--- src/rtl/score_ctrl.sv ---
// Score/combo accumulator with FSM and double-dabble BCD; counters update 1 cycle after strobe, BCD ~22 cycles later.
// No backpressure: strobes are always consumed; optional COMBO_BONUS_EN adds +10 per hit at combo >= 10.
module score_ctrl #(
  parameter int P_PERFECT = 100,
  parameter int P_GOOD    = 50,
  parameter int SCORE_MAX = 999999
) (
  input  logic        clk,
  input  logic        rst,
  input  logic        i_start,
  input  logic        i_restart,
  input  logic        i_game_end,
  input  logic        i_judge_vld,
  input  logic [1:0]  i_judge,
  output logic [1:0]  o_state,
  output logic [19:0] o_score,
  output logic [9:0]  o_combo,
  output logic [9:0]  o_max_combo,
  output logic        o_full_combo,
  output logic [23:0] o_score_bcd,
  output logic        o_bcd_busy
);

  localparam logic [1:0]  ST_IDLE    = 2'd0;
  localparam logic [1:0]  ST_PLAY    = 2'd1;
  localparam logic [1:0]  ST_RESULT  = 2'd2;
  localparam logic [9:0]  COMBO_MAX  = 10'd999;
  localparam logic [20:0] SCORE_CEIL = 21'(SCORE_MAX);
  localparam logic [4:0]  DD_STEPS   = 5'd20;

  logic [1:0]  state, state_nxt;
  logic [19:0] score;
  logic [9:0]  combo, max_combo;
  logic        miss_flag, judged_flag;

  logic        clear, judge_en, hit, score_wr;
  logic [9:0]  combo_hit;
  logic [20:0] pts, bonus, score_sum;
  logic [19:0] score_sat;

  always_comb begin
    state_nxt = state;
    clear     = 1'b0;
    if (i_restart) begin
      state_nxt = ST_IDLE;
      clear     = 1'b1;
    end else if (i_start && state != ST_PLAY) begin
      state_nxt = ST_PLAY;
      clear     = 1'b1;
    end else if (i_game_end && state == ST_PLAY) begin
      state_nxt = ST_RESULT;
    end
  end

  assign judge_en  = i_judge_vld && (state == ST_PLAY) && !i_restart;
  assign hit       = (i_judge == 2'd1) || (i_judge == 2'd2);
  assign combo_hit = (combo >= COMBO_MAX) ? COMBO_MAX : combo + 10'd1;
  assign pts       = (i_judge == 2'd2) ? 21'(P_PERFECT) : 21'(P_GOOD);

`ifdef COMBO_BONUS_EN
  assign bonus = (combo_hit >= 10'd10) ? 21'd10 : 21'd0;
`else
  assign bonus = 21'd0;
`endif

  assign score_sum = {1'b0, score} + pts + bonus;
  assign score_sat = (score_sum > SCORE_CEIL) ? SCORE_CEIL[19:0] : score_sum[19:0];
  assign score_wr  = clear || (judge_en && hit);

  always_ff @(posedge clk or posedge rst) begin
    if (rst) begin
      state       <= ST_IDLE;
      score       <= '0;
      combo       <= '0;
      max_combo   <= '0;
      miss_flag   <= 1'b0;
      judged_flag <= 1'b0;
    end else begin
      state <= state_nxt;
      if (clear) begin
        score       <= '0;
        combo       <= '0;
        max_combo   <= '0;
        miss_flag   <= 1'b0;
        judged_flag <= 1'b0;
      end else if (judge_en) begin
        judged_flag <= 1'b1;
        if (hit) begin
          score     <= score_sat;
          combo     <= combo_hit;
          max_combo <= (combo_hit > max_combo) ? combo_hit : max_combo;
        end else begin
          combo     <= '0;
          miss_flag <= 1'b1;
        end
      end
    end
  end

  // Converter works on a snapshot so o_score_bcd only ever shows a complete result.
  logic        pending, busy;
  logic [4:0]  dd_cnt;
  logic [19:0] dd_bin;
  logic [23:0] dd_bcd, dd_adj, bcd_out;

  always_comb begin
    dd_adj = dd_bcd;
    for (int i = 0; i < 6; i++) begin
      if (dd_adj[4*i +: 4] >= 4'd5)
        dd_adj[4*i +: 4] = dd_adj[4*i +: 4] + 4'd3;
    end
  end

  always_ff @(posedge clk or posedge rst) begin
    if (rst) begin
      pending <= 1'b0;
      busy    <= 1'b0;
      dd_cnt  <= '0;
      dd_bin  <= '0;
      dd_bcd  <= '0;
      bcd_out <= '0;
    end else begin
      if (!busy) begin
        if (pending) begin
          dd_bin <= score;
          dd_bcd <= '0;
          dd_cnt <= '0;
          busy   <= 1'b1;
        end
      end else if (dd_cnt == DD_STEPS) begin
        bcd_out <= dd_bcd;
        busy    <= 1'b0;
      end else begin
        dd_bcd <= {dd_adj[22:0], dd_bin[19]};
        dd_bin <= {dd_bin[18:0], 1'b0};
        dd_cnt <= dd_cnt + 5'd1;
      end

      // A request landing on the load edge stays pending for a follow-up pass.
      if (score_wr)
        pending <= 1'b1;
      else if (!busy && pending)
        pending <= 1'b0;
    end
  end

  assign o_state      = state;
  assign o_score      = score;
  assign o_combo      = combo;
  assign o_max_combo  = max_combo;
  assign o_full_combo = (state == ST_RESULT) && judged_flag && !miss_flag;
  assign o_score_bcd  = bcd_out;
  assign o_bcd_busy   = busy;

endmodule

--- config.mk ---
export PLATFORM = sky130hd
export DESIGN_NAME = score_ctrl
export DESIGN_NICKNAME = d
export VERILOG_FILES = /design/src/rtl/score_ctrl.sv
export SDC_FILE = /design/constraint.sdc
export NUM_CORES = 1
export LEC_CHECK = 0
export ABC_AREA = 1
export BUFFER_PORTS_ARGS = -buffer_cell sky130_fd_sc_hd__buf_2
export CAP_MARGIN = 30
export CORE_MARGIN = 5
export CORE_UTILIZATION = 53
export DETAILED_ROUTE_END_ITERATION = 8
export GPL_ROUTABILITY_DRIVEN = 0
export PLACE_DENSITY_LB_ADDON = 0.2
export SETUP_SLACK_MARGIN = 0.5
export SLEW_MARGIN = 20
export SYNTH_ARGS = -nofsm -noshare
export SYNTH_HDL_FRONTEND = slang
export SYNTH_SLANG_ARGS = --single-unit
--- constraint.sdc ---
create_clock -name clk -period 3.4 [get_ports clk]
set_input_delay 0 -clock clk [delete_from_list [all_inputs] [get_ports clk]]
set_output_delay 0 -clock clk [all_outputs]
set_load 0.02 [all_outputs]
==> impl_metrics.env <==
export IMPL_synth_async_reset_ratio_pct=100
export IMPL_detailedRoute_firstPassIterationCount=5
export IMPL_timing_hold_worst_class="in2reg"
export IMPL_p_leak_nw=3.94
export IMPL_global_route_overflow_total=0
export IMPL_cp_required_ns=3.69
export IMPL_route_detailed_drc=0
export IMPL_top_level_pins=76
export IMPL_report_final_slew_viol_count=0
export IMPL_clock_insertion_delay_at_the_later_pin_of_the_skew_report_ns=0.42
export IMPL_layout_cells_non_filler=1075
export IMPL_tritoncts_num_sinks=119
export IMPL_worst_clock_skew_ns=0.00568
export IMPL_setup_worst_path_start_class="flip-flop"
export IMPL_fin_tns_setup_ns=0
export IMPL_grt_first_pass_wirelength_um=26600
export IMPL_antenna_cells=0
export IMPL_globalRouteTotalUtil_pct=22.2
export IMPL_run_status="finished, final reports clean"
export IMPL_dieWidth_um=121
export IMPL_start_util_pct=54.2
export IMPL_vias=5971
export IMPL_synthFlopType="dfrtp_1"
export IMPL_floorplan_die_area_sq_mm=0.0146
export IMPL_cts_root_buf="clkbuf_16"
export IMPL_cts_tree="done"
export IMPL_power_per_cell_area_mw_per_mm2=411
export IMPL_timing_max_slew_rel_slack_pct=47.3
export IMPL_fp_coreArea_sq_mm=0.0120
export IMPL_longest_clk_path_bufs=2
export IMPL_timing_critical_path_to_type="flip-flop"
export IMPL_critPathMaxFanout=5
export IMPL_post_synth_num_cell_types=41
export IMPL_routed_wl_um=15500
export IMPL_layout_setup_ws_ns=0.580
export IMPL_routed_wire_length_per_instance_um=14.4
export IMPL_post_detailed_route_count_of_antenna_violating_nets=0
export IMPL_criticalPathCategory="reg2reg"
export IMPL_via_count_of_the_first_global_routing_pass=5824
export IMPL_number_of_enable_type_register_cells_in_the_synthesized_netlist=0
export IMPL_final_min_period_over_clock_period_pct=82.9
export IMPL_arrival_ns=3.11
export IMPL_avgViaCountPerCell=5.55
export IMPL_rsz_0062_raised_after_global_routing="false"
export IMPL_layout_drive_gt1_share_pct=17.2
export IMPL_cts_clk_slew_worst_paths_ns=0.05
export IMPL_initial_antenna_violation_count=0
export IMPL_fmax_ghz=0.355
export IMPL_final_net_count=955
export IMPL_synthesis_area_per_instance_sq_um=7.87
export IMPL_synth_net_count=866
export IMPL_flop_and_latch_count_out_of_synthesis=119
export IMPL_total_standard_cell_area_after_synthesis_sq_mm=0.00651
export IMPL_post_route_min_period_ns=2.82
export IMPL_cts_htree_levels=4
export IMPL_cts_buffers_inserted=17
export IMPL_area_delta_synth_final_pct=19.8
export IMPL_p_total_mw=3.20
export IMPL_cap_violations=0
export IMPL_largest_net_degree_at_the_start_of_global_routing=74
export IMPL_vdd_ir_max_v=0.000230
export IMPL_yosysWarnings=0
export IMPL_utilization_pct=65.0
export IMPL_place_detailed_instances=1031
export IMPL_worst_slew_pin_slew_ns=0.790
export IMPL_drt_iter0_drc=587
export IMPL_nFillCells=1012
export IMPL_setup_violations=0
export IMPL_die_h_um=121
export IMPL_numPortBuffers=75
export IMPL_timing_final_hold_violations=0
export IMPL_syn_instance_count=828
export IMPL_placement_rows=40
export IMPL_final_hpwl_from_detailed_placement_um=10700
export IMPL_detailedPlace_worstSlack_ns=0.181
export IMPL_synth_yosys_seq_area_share_pct=45.7
## state kept, by name, indices dropped and copies added (netlist names)
name and count:
dd_cnt 5, o_combo 10, dd_bcd 24, judged_flag 1, o_bcd_busy 1, miss_flag 1
o_score 20, dd_bin 20, o_max_combo 10, pending 1, o_state 2, o_score_bcd 24
## cell usage after synthesis (all sizes together) (2+ instances only)
master,instances,share of area (%)
a21oi,17,1.3
o22ai,21,2.0
o31ai,2,0.23
o21ai,74,5.7
nand3,52,4.1
or2,5,0.48
inv,118,6.8
dfrtp,119,46
nand2,215,13
buf,9,0.73
nand4,14,1.3
xor2,13,1.7
nand3b,2,0.23
clkbuf,20,1.2
nor4,4,0.48
o211ai,13,1.5
a31oi,20,1.9
a22o,2,0.27
ha,30,5.8
nor3,11,1.1
nor2,58,3.7
## worst max-delay path, stage by stage (launching register included)
cell	delay [ns]
dfrtp_1	0.40
ha_2	0.20
nand2_2	0.08
nand3_1	0.09
nand2_2	0.11
inv_1	0.08
or2_4	0.25
ha_4	0.28
inv_1	0.04
nor2_1	0.08
nor2_1	0.05
o21a_1	0.17
o21ai_1	0.11
a21boi_0	0.10
o21ai_1	0.18
buf_4	0.16
nand2_2	0.11
nand3_1	0.10
o21ai_0	0.10
## layer usage
metal	global-route usage, %	share of wire [%]
met4	9.49	2.5
met3	4.85	4.8
met5	0	0
met1	28.0	44
met2	36.9	49
## area by class of cell
class	instances	area, sq um	area share, %
Clock buffer	27	523	6.70
Clock inverter	3	15.0	0.192
Inverter	118	447	5.72
Multi-Input combinational cell	564	3070	39.4
Sequential cell	119	2980	38.2
Tap cell	147	184	2.36
Timing Repair Buffer	97	583	7.47
## worst paths after layout
kind | depth (start not counted) | end | from | slack [ns]
worst max-delay path | 18 | o_max_combo[2] | o_combo[0] | 0.58
worst min-delay path | 4 | miss_flag | i_judge[1] | 0.03
worst max register to register | 18 | o_max_combo[2] | o_combo[0] | 0.58
worst min register to register | 2 | o_score_bcd[23] | o_score_bcd[23] | 0.47
max in group asynchronous | 4 | dd_bin[16] | rst | 2.58
min in group asynchronous | 3 | o_combo[7] | rst | 0.12
## power by group
group          total [mW]  switching (mW)  internal [mW]
clock                1.64           0.602           1.03
sequential           1.44         0.00826           1.43
combinational       0.130          0.0917         0.0388
## cell families (layout without fill, tap and decap cells)
group,count (synthesis),in the layout,synth area share [%]
AND/OR/NAND/NOR,363,365,24.2
flip-flops,119,119,45.7
adder cells (fa/ha/maj),30,30,5.76
buffers and inverters,147,245,8.68
AO/OA/AOI/OAI,155,155,13.7
XOR/XNOR,14,14,1.88
## per-stage QoR
stage	hold slack [ns]	cell area (sq um)
floorplan	0.0631	6520
global placement	0.178	7030
detailed placement	0.00951	7050
CTS	0.00501	7720
global route	0.0756	7800
finish	0.0255	7800
## what timing repair did
| item | CTS | global route |
|---|---|---|
| hold buffers | 7 | 0 |
| setup buffers | 3 | 2 |
| pin swaps | 2 | 7 |
| hold endpoints to repair | 123 | 0 |
| endpoints found under the setup margin | 10 | 10 |
| gates resized for setup | 7 | 23 |
| gates cloned | 2 | 0 |
## placed cells by master, fill, tap and decap left out, types with 12 or more instances in the layout
| cell type | count |
|---|---|
| a31oi_1 | 20 |
| nor2_1 | 52 |
| o211ai_1 | 13 |
| o22ai_1 | 21 |
| nand2_1 | 204 |
| ha_1 | 28 |
| dfrtp_1 | 118 |
| o21ai_0 | 69 |
| a21oi_1 | 17 |
| xor2_1 | 13 |
| clkbuf_16 | 17 |
| nand3_1 | 50 |
| inv_1 | 114 |
| nand4_1 | 14 |
| nand2_2 | 12 |
| buf_4 | 13 |
| buf_2 | 75 |
Power figures use the tool's default switching activity.
